**src/rtl/mult_issue_ctrl_if.sv**
```systemverilog
// rtl/mult_issue_ctrl_if.sv - operand input and product output streams of mult_issue_ctrl
interface mult_issue_ctrl_if;
    logic        in_valid;
    logic        in_ready;
    logic [7:0]  in_a;
    logic [7:0]  in_b;
    logic        out_valid;
    logic        out_ready;
    logic [15:0] out_prod;

    modport master (
        output in_valid, in_a, in_b, out_ready,
        input  in_ready, out_valid, out_prod
    );

    modport slave (
        input  in_valid, in_a, in_b, out_ready,
        output in_ready, out_valid, out_prod
    );
endinterface

```
**src/rtl/mult_issue_ctrl.sv**
```systemverilog
// rtl/mult_issue_ctrl.sv - issue/capture controller for the 9-cycle iterative multiplier (MULT_ISSUE_ACC_EN adds a product accumulator)
module mult_issue_ctrl #(
    parameter int MULT_PERIOD = 9,
    parameter int PH_W        = 4
) (
    input  logic        clk,
    input  logic        reset,
    mult_issue_ctrl_if.slave s,
    output logic [7:0]  mul_a,
    output logic [7:0]  mul_b,
    input  logic [15:0] mul_prod,
`ifdef MULT_ISSUE_ACC_EN
    input  logic        acc_clear,
    output logic [23:0] out_acc,
`endif
    output logic        busy
);

    typedef enum logic [1:0] {
        IDLE    = 2'd0,
        ARMED   = 2'd1,
        COMPUTE = 2'd2
    } state_t;

    localparam logic [PH_W-1:0] PH_LAST = PH_W'(MULT_PERIOD - 1);

    state_t           state_q, state_d;
    logic [PH_W-1:0]  ph_q, ph_d;
    logic [7:0]       mul_a_q, mul_a_d;
    logic [7:0]       mul_b_q, mul_b_d;
    logic [15:0]      out_prod_q, out_prod_d;
    logic             out_valid_q, out_valid_d;
    logic             load_edge;
    logic             capture;
`ifdef MULT_ISSUE_ACC_EN
    logic [23:0]      acc_q, acc_d;
`endif

    // the multiplier loads its operands whenever this edge samples phase 0
    assign load_edge = (ph_q == '0);

    // mirror of the multiplier's internal load counter
    always_comb begin
        ph_d = (ph_q == PH_LAST) ? '0 : ph_q + 1'b1;
    end

    // issue FSM, operand hold registers and product capture
    always_comb begin
        state_d     = state_q;
        mul_a_d     = mul_a_q;
        mul_b_d     = mul_b_q;
        out_prod_d  = out_prod_q;
        out_valid_d = out_valid_q;
        capture     = 1'b0;
        case (state_q)
            IDLE: begin
                if (s.in_valid) begin
                    mul_a_d = s.in_a;
                    mul_b_d = s.in_b;
                    state_d = ARMED;
                end
            end
            // entered after the accept edge, so the next load edge always sees the new operands
            ARMED: begin
                if (load_edge) state_d = COMPUTE;
            end
            // a blocked capture lets the multiplier rerun the same operands
            COMPUTE: begin
                if (load_edge && (!out_valid_q || s.out_ready)) begin
                    capture = 1'b1;
                    state_d = IDLE;
                end
            end
            default: state_d = IDLE;
        endcase
        if (out_valid_q && s.out_ready) out_valid_d = 1'b0;
        if (capture) begin
            out_valid_d = 1'b1;
            out_prod_d  = mul_prod;
        end
    end

`ifdef MULT_ISSUE_ACC_EN
    // running sum of captured products, wrapping at 24 bits
    always_comb begin
        acc_d = acc_q;
        if (capture)        acc_d = acc_clear ? 24'(mul_prod) : acc_q + 24'(mul_prod);
        else if (acc_clear) acc_d = '0;
    end

    // accumulator register
    always_ff @(posedge clk or negedge reset) begin
        if (!reset) acc_q <= '0;
        else        acc_q <= acc_d;
    end

    assign out_acc = acc_q;
`endif

    // state registers, cleared together with the multiplier's own counter
    always_ff @(posedge clk or negedge reset) begin
        if (!reset) begin
            state_q     <= IDLE;
            ph_q        <= '0;
            mul_a_q     <= '0;
            mul_b_q     <= '0;
            out_prod_q  <= '0;
            out_valid_q <= 1'b0;
        end else begin
            state_q     <= state_d;
            ph_q        <= ph_d;
            mul_a_q     <= mul_a_d;
            mul_b_q     <= mul_b_d;
            out_prod_q  <= out_prod_d;
            out_valid_q <= out_valid_d;
        end
    end

    assign s.in_ready  = (state_q == IDLE);
    assign busy        = (state_q != IDLE);
    assign s.out_valid = out_valid_q;
    assign s.out_prod  = out_prod_q;
    assign mul_a       = mul_a_q;
    assign mul_b       = mul_b_q;

endmodule

```
**src/flat_wrapper.sv**
```systemverilog
// flat-port wrapper written by rule: the top's interface ports become plain ports
module mult_issue_ctrl_flat 
#(
    parameter int MULT_PERIOD = 9,
    parameter int PH_W        = 4
)
  (clk, reset, mul_a, mul_b, mul_prod, busy, s_in_valid, s_in_a, s_in_b, s_out_ready, s_in_ready, s_out_valid, s_out_prod);
  mult_issue_ctrl_if s_i ();
  input  logic clk;
  input  logic reset;
  output logic [7:0] mul_a;
  output logic [7:0] mul_b;
  input  logic [15:0] mul_prod;
  output logic busy;
  input wire logic [$bits(s_i.in_valid)-1:0] s_in_valid;
  input wire logic [$bits(s_i.in_a)-1:0] s_in_a;
  input wire logic [$bits(s_i.in_b)-1:0] s_in_b;
  input wire logic [$bits(s_i.out_ready)-1:0] s_out_ready;
  output wire logic [$bits(s_i.in_ready)-1:0] s_in_ready;
  output wire logic [$bits(s_i.out_valid)-1:0] s_out_valid;
  output wire logic [$bits(s_i.out_prod)-1:0] s_out_prod;
  assign s_i.in_valid = s_in_valid;
  assign s_i.in_a = s_in_a;
  assign s_i.in_b = s_in_b;
  assign s_i.out_ready = s_out_ready;
  assign s_in_ready = s_i.in_ready;
  assign s_out_valid = s_i.out_valid;
  assign s_out_prod = s_i.out_prod;
  mult_issue_ctrl #(.MULT_PERIOD(MULT_PERIOD), .PH_W(PH_W)) u_core (.clk(clk), .reset(reset), .s(s_i), .mul_a(mul_a), .mul_b(mul_b), .mul_prod(mul_prod), .busy(busy));
endmodule
```
**config.mk**
```make
export PLATFORM = sky130hd
export DESIGN_NAME = mult_issue_ctrl_flat
export DESIGN_NICKNAME = d
export VERILOG_FILES = /design/src/rtl/mult_issue_ctrl_if.sv /design/src/rtl/mult_issue_ctrl.sv /design/src/flat_wrapper.sv
export SDC_FILE = /design/constraint.sdc
export NUM_CORES = 1
export LEC_CHECK = 0
export CAP_MARGIN = 10
export CORE_ASPECT_RATIO = 0.7
export CORE_MARGIN = 5
export CORE_UTILIZATION = 41
export CTS_CLUSTER_DIAMETER = 100
export DETAILED_ROUTE_END_ITERATION = 16
export PLACE_DENSITY = 0.83
export SETUP_SLACK_MARGIN = 0.4
export SYNTH_ARGS = -nofsm -noshare
export SYNTH_HDL_FRONTEND = slang
export SYNTH_SLANG_ARGS = --single-unit
```
**constraint.sdc**
```tcl
create_clock -name clk -period 2.06 [get_ports clk]
set_input_delay 0.515 -clock clk [delete_from_list [all_inputs] [get_ports clk]]
set_output_delay 0.515 -clock clk [all_outputs]
set_load 0.005 [all_outputs]
```
* After elaboration in Yosys (flattened, before gate mapping)
Cells that the tools add are included.
Cells by class: add/subtract/negate cells 1, reductions and logical operators 10, equal/unequal tests 6, multiplexer cells 9
Operator list (number):
- $mux 2 | 3
- $pmux 2 s3 | 1
- $add 4x1->4 const B | 1
- $eq 4x4->1 const B | 1
- $logic_not 4->1 | 1
- $mux 1 | 4
- $mux 4 | 1
- $ne 2x1->1 const B | 2
- $reduce_bool 2->1 | 2
- $reduce_and 3->1 | 1
- $eq 2x1->1 const B | 1
- $eq 2x2->1 const B | 1
- $logic_and 1x1->1 | 2
- $logic_not 2->1 | 1
- $ne 2x2->1 const B | 1
- $reduce_and 2->1 | 1
- $logic_not 1->1 | 1
- $logic_or 1x1->1 | 1
Storage, ports and cells: logic and storage cells 32, bits in registers 39, input bits 36, output and inout port bits 35

* Depth between registers and ports, before layout
word-level depth 6, gate-level depth with buffers 6, mapped depth without buffers 5

* Worst setup path after synthesis
No wires, ideal clock.
path type reg2reg, start reg u_core.ph_q[0], end reg u_core.out_prod_q[10] (netlist: u_core.s.out_prod[10]), required time 1935 ps, library setup time 125 ps, buffers on the path 1, stages on the path, launching flop included 7, slack 399 ps, data arrival time 1536 ps, period minus slack after synthesis 1661 ps, cells stage by stage dfrtp_1 inv_1 ha_1 nor3b_4 nand3_4 buf_6 mux2_4
Between the ends: longest elaborated chain between the ends 4
RTL lines:
- start: declaration | line mult_issue_ctrl.sv:28 | logic [PH_W-1:0] ph_q, ph_d;
- start signal: assignment | line mult_issue_ctrl.sv:111 | ph_q <= ph_d;
- $logic_not 4->1 | line mult_issue_ctrl.sv:40 | assign load_edge = (ph_q == '0);
- $logic_and 1x1->1 | line mult_issue_ctrl.sv:69 | if (load_edge && (!out_valid_q || s.out_ready)) begin
- $mux 1 | line mult_issue_ctrl.sv:69
- $mux 1 | line mult_issue_ctrl.sv:55 | case (state_q)
- end signal: assignment | line mult_issue_ctrl.sv:114 | out_prod_q <= out_prod_d;
- end: declaration | line mult_issue_ctrl.sv:31 | logic [15:0] out_prod_q, out_prod_d;
No other way between the ends. A chain may end at the register's enable or synchronous reset.

* Worst setup path in the final report
start reg u_core.state_q[1], end out s_in_ready
Between the ends: longest elaborated chain between the ends 1
RTL lines:
- start: declaration | line mult_issue_ctrl.sv:27 | state_t state_q, state_d;
- start signal: assignment | line mult_issue_ctrl.sv:110 | state_q <= state_d;
- $logic_not 2->1 | line mult_issue_ctrl.sv:119 | assign s.in_ready = (state_q == IDLE);
- end: declaration | line flat_wrapper.sv:19 | output wire logic [$bits(s_i.in_ready)-1:0] s_in_ready;
No other way between the ends.

==> summary.txt <==
Run status
  • Status: complete, no violations

Placed design
  • Detailed placer's ending HPWL: 2.574 mm
  • IO buf count: 70
  • Routability cong.: 0.7574

Power
  • Lkg Pwr: ~1.2 nW
  • Worst VDD drop: between 400 and 500 µV
  • PwrDens: about 750 nW/µm²

STA
  • RSZ-0062 raised after global routing: yes
  • Worst Max-Slew Pin Slew: 853.9 ps
  • Post-route minimum period: between 1500 and 2000 ps
  • Final Hold Vio Count: 0
  • Final setup viols: 0
  • Slew Limit Fails: 0
  • Period utilisation layout: approximately four fifths
  • Max_slew headroom: 43.07%
  • Setup TNS: 0 ps
  • Fmax: slightly above 600 MHz
  • Worst Skew: around 5.3 ps

Final layout
  • Commonest non-fill, non-tap cells in the layout: dfrtp_1 (39), clkdlybuf4s50_1 (34), dlygate4sd2_1 (24)
  • FILL cells: ~280
  • Fin nets: approximately 230
  • Most common cell after layout, fill and taps aside: dfrtp_1
  • Share of post-route cells with drive strength above 1: a little under a third
  • Fin util: 69.84%
  • Area Growth Syn to Fin: 60.51%
  • ANT cells: 0

CTS
  • Worst-Skew Late Latency: 290 ps
  • Reg clk slew, reported paths: around 70 ps
  • H-tree depth: 2
  • TritonCTS buffer count: 5
  • Sink Count: 39
  • CTS tree: yes
  • Hold Buf Count CTS: 0
  • CTS root buf: clkbuf_8
  • Clock Tree Buf Depth: 2

Hold path
  • Worst Hold Class: primary input to asynchronous set/reset pin

Critical path
  • Endpoint type of the worst setup path: output pin
  • Reg-to-Reg Start: u_core.ph_q[1]$_DFF_PN0_
  • Critical Path Start: u_core.state_q[1]$_DFFE_PN0P_
  • Most Frequent Cell on Critical Path: buf_4
  • R2r endpoint: u_core.s.out_prod[12]$_DFFE_PN0P_
  • CP cell instances: nor2_2 -> buf_4 -> buf_4 -> buf_6
  • Critical path arrival: 1140 ps
  • CP max FO: 2
  • CP Launch Type: flop
  • Critical Path End: s_in_ready
  • Setup CP Type: flop to output pin
  • Worst Reg-to-Reg Cells: 6
  • Largest stage delay on the critical path: 400 ps
  • Worst endpoint required time: about 1500 ps
  • Slowest CP cell: dfrtp_1
  • Reg-to-reg slack, setup: a little under 500 ps

Synth
  • Avg Inst Size Synth: between 15 and 20 µm²
  • Post-Synthesis Cells: approximately 100
  • Post-synthesis net count: 139
  • Yosys cell types: 21
  • Seq/Total Area, Yosys: roughly three fifths
  • Synth Register Bits: 39
  • Synthesized area: 1578 µm²
  • Ys Warns: 0

Floorplan
  • Die height: roughly 62 µm
  • Die area: 5209 µm²
  • Ports: around 70
  • Core Area: between 3000 and 4000 µm²
  • Chip width: about 84 µm
  • FP Rows: 18
  • Initial Utilization: 43.51%

Detailed routing
  • DR DRC count: 0
  • Initial drt markers: 14
  • WL final: ~3.5 mm
  • Drt pass-1 iters: 2
  • Vias per cell: roughly 4.6
  • Routed len/inst: about 15 µm
  • Antenna viol nets, final: 0
  • Via Count: 1105

Run
  • Max cap viols: 0

GRT
  • Largest net degree at the start of global routing: 40
  • Global-route wire length before repair: between 5 and 6 mm
  • Vias in the first global route: ~1100
  • Global-route usage over all layers: about 14%
  • Total gr overflow: 0
  • Initial antenna violation count: 0
critical path: cells and delay by family (launching register included):
family,cells,cell delay [ps]
flops,1,400
buf+inv,3,310
simple gates,1,150
Yosys cell counts:
library cell | count | area, µm²
dfrtp_1 | 39 | 975.9
xor2_1 | 1 | 8.760
nand2_1 | 7 | 26.28
mux2_2 | 22 | 247.7
nor2_1 | 2 | 7.510
and2_1 | 1 | 6.260
o2bb2ai_1 | 1 | 8.760
nor3b_4 | 1 | 18.77
nand2b_1 | 1 | 6.260
inv_1 | 4 | 15.01
a21oi_1 | 1 | 5.000
mux2_4 | 10 | 150.1
o21ai_0 | 1 | 5.000
ha_1 | 2 | 25.02
a211oi_1 | 1 | 7.510
nor2b_1 | 1 | 6.260
a31oi_1 | 1 | 6.260
nand3_4 | 1 | 17.52
buf_6 | 2 | 22.52
buf_2 | 1 | 5.000
o22ai_1 | 1 | 6.260
stage by stage:
step / power (W) / setup WS, ps / instance area (µm²) / cells / hold slack (ps)
after floorplan: 0.001106 / 405.4 / 1578 / 101 / 219.4
after global placement: 0.001453 / 147.5 / 2328 / 219 / 460.9
after detailed placement: 0.001474 / 90.30 / 2328 / 219 / 478.6
after CTS: 0.001939 / 309.0 / 2486 / 239 / 355.1
after global routing: 0.001998 / 356.6 / 2532 / 240 / 411.9
final: 0.001898 / 405.4 / 2532 / 240 / 335.6
per-layer routing:
metal | wire [µm] | GRT usage, % | vias to the layer above | share of wire (%)
met5 | 0 | 0 | - | 0
li1 | - | - | 521 | -
met3 | 345 | 5.929 | 5 | 9.7
met1 | 1470 | 15.64 | 529 | 41
met4 | 44 | 4.817 | 0 | 1.2
met2 | 1683 | 24.27 | 50 | 47
registers in the layout, summed over array words and instances (netlist names):
register and cells:
u_core.mul_b 8, u_core.s.out_prod 16, u_core.state_q 2, u_core.ph_q 4, u_core.s.out_valid 1, u_core.mul_a 8
how the worst min path moves through the flow:
stage | from | endpoint | slack [ps] | depth (start not counted)
floorplan | reset | u_core.mul_a[0]$_DFFE_PN0P_ | 220 | 0
global placement | u_core.state_q[1]$_DFFE_PN0P_ | u_core.state_q[0]$_DFFE_PN0P_ | 460 | 1
detailed placement | u_core.state_q[1]$_DFFE_PN0P_ | u_core.state_q[0]$_DFFE_PN0P_ | 480 | 1
CTS | reset | u_core.mul_b[1]$_DFFE_PN0P_ | 360 | 1
global route | reset | u_core.mul_b[6]$_DFFE_PN0P_ | 410 | 1
finish | reset | u_core.mul_b[1]$_DFFE_PN0P_ | 340 | 1
kinds of logic after synthesis:
logic type	synth area share (%)
AOI/OAI and AO/OA	2.459
xor gates and xnor gates	0.5552
adders and majority gates	1.586
buffers and inverters	2.696
DFF	61.86
muxes	25.22
and+or+nand+nor	5.632
where the power goes:
part	switching [W]	internal [W]
logic	0.000131	0.000320
clock network	0.000263	0.000236
registers	0.0000571	0.000891
final cells by class:
cell class	count	area (µm²)	area share (%)
Timing Repair Buffer	84	819.5	32.36
Tap cell	50	62.56	2.470
Clock buffer	6	72.57	2.866
Sequential cell	39	975.9	38.54
Inverter	4	15.01	0.5929
Multi-Input combinational cell	55	574.3	22.68
Clock inverter	2	12.51	0.4941
what timing repair did:
item	4_1_cts	5_1_grt
buffers inserted	12	1
pin swaps	2	2
endpoints found under the setup margin	43	27
resized for setup	27	15
Note: power is estimated with default switching activity, not from simulation.
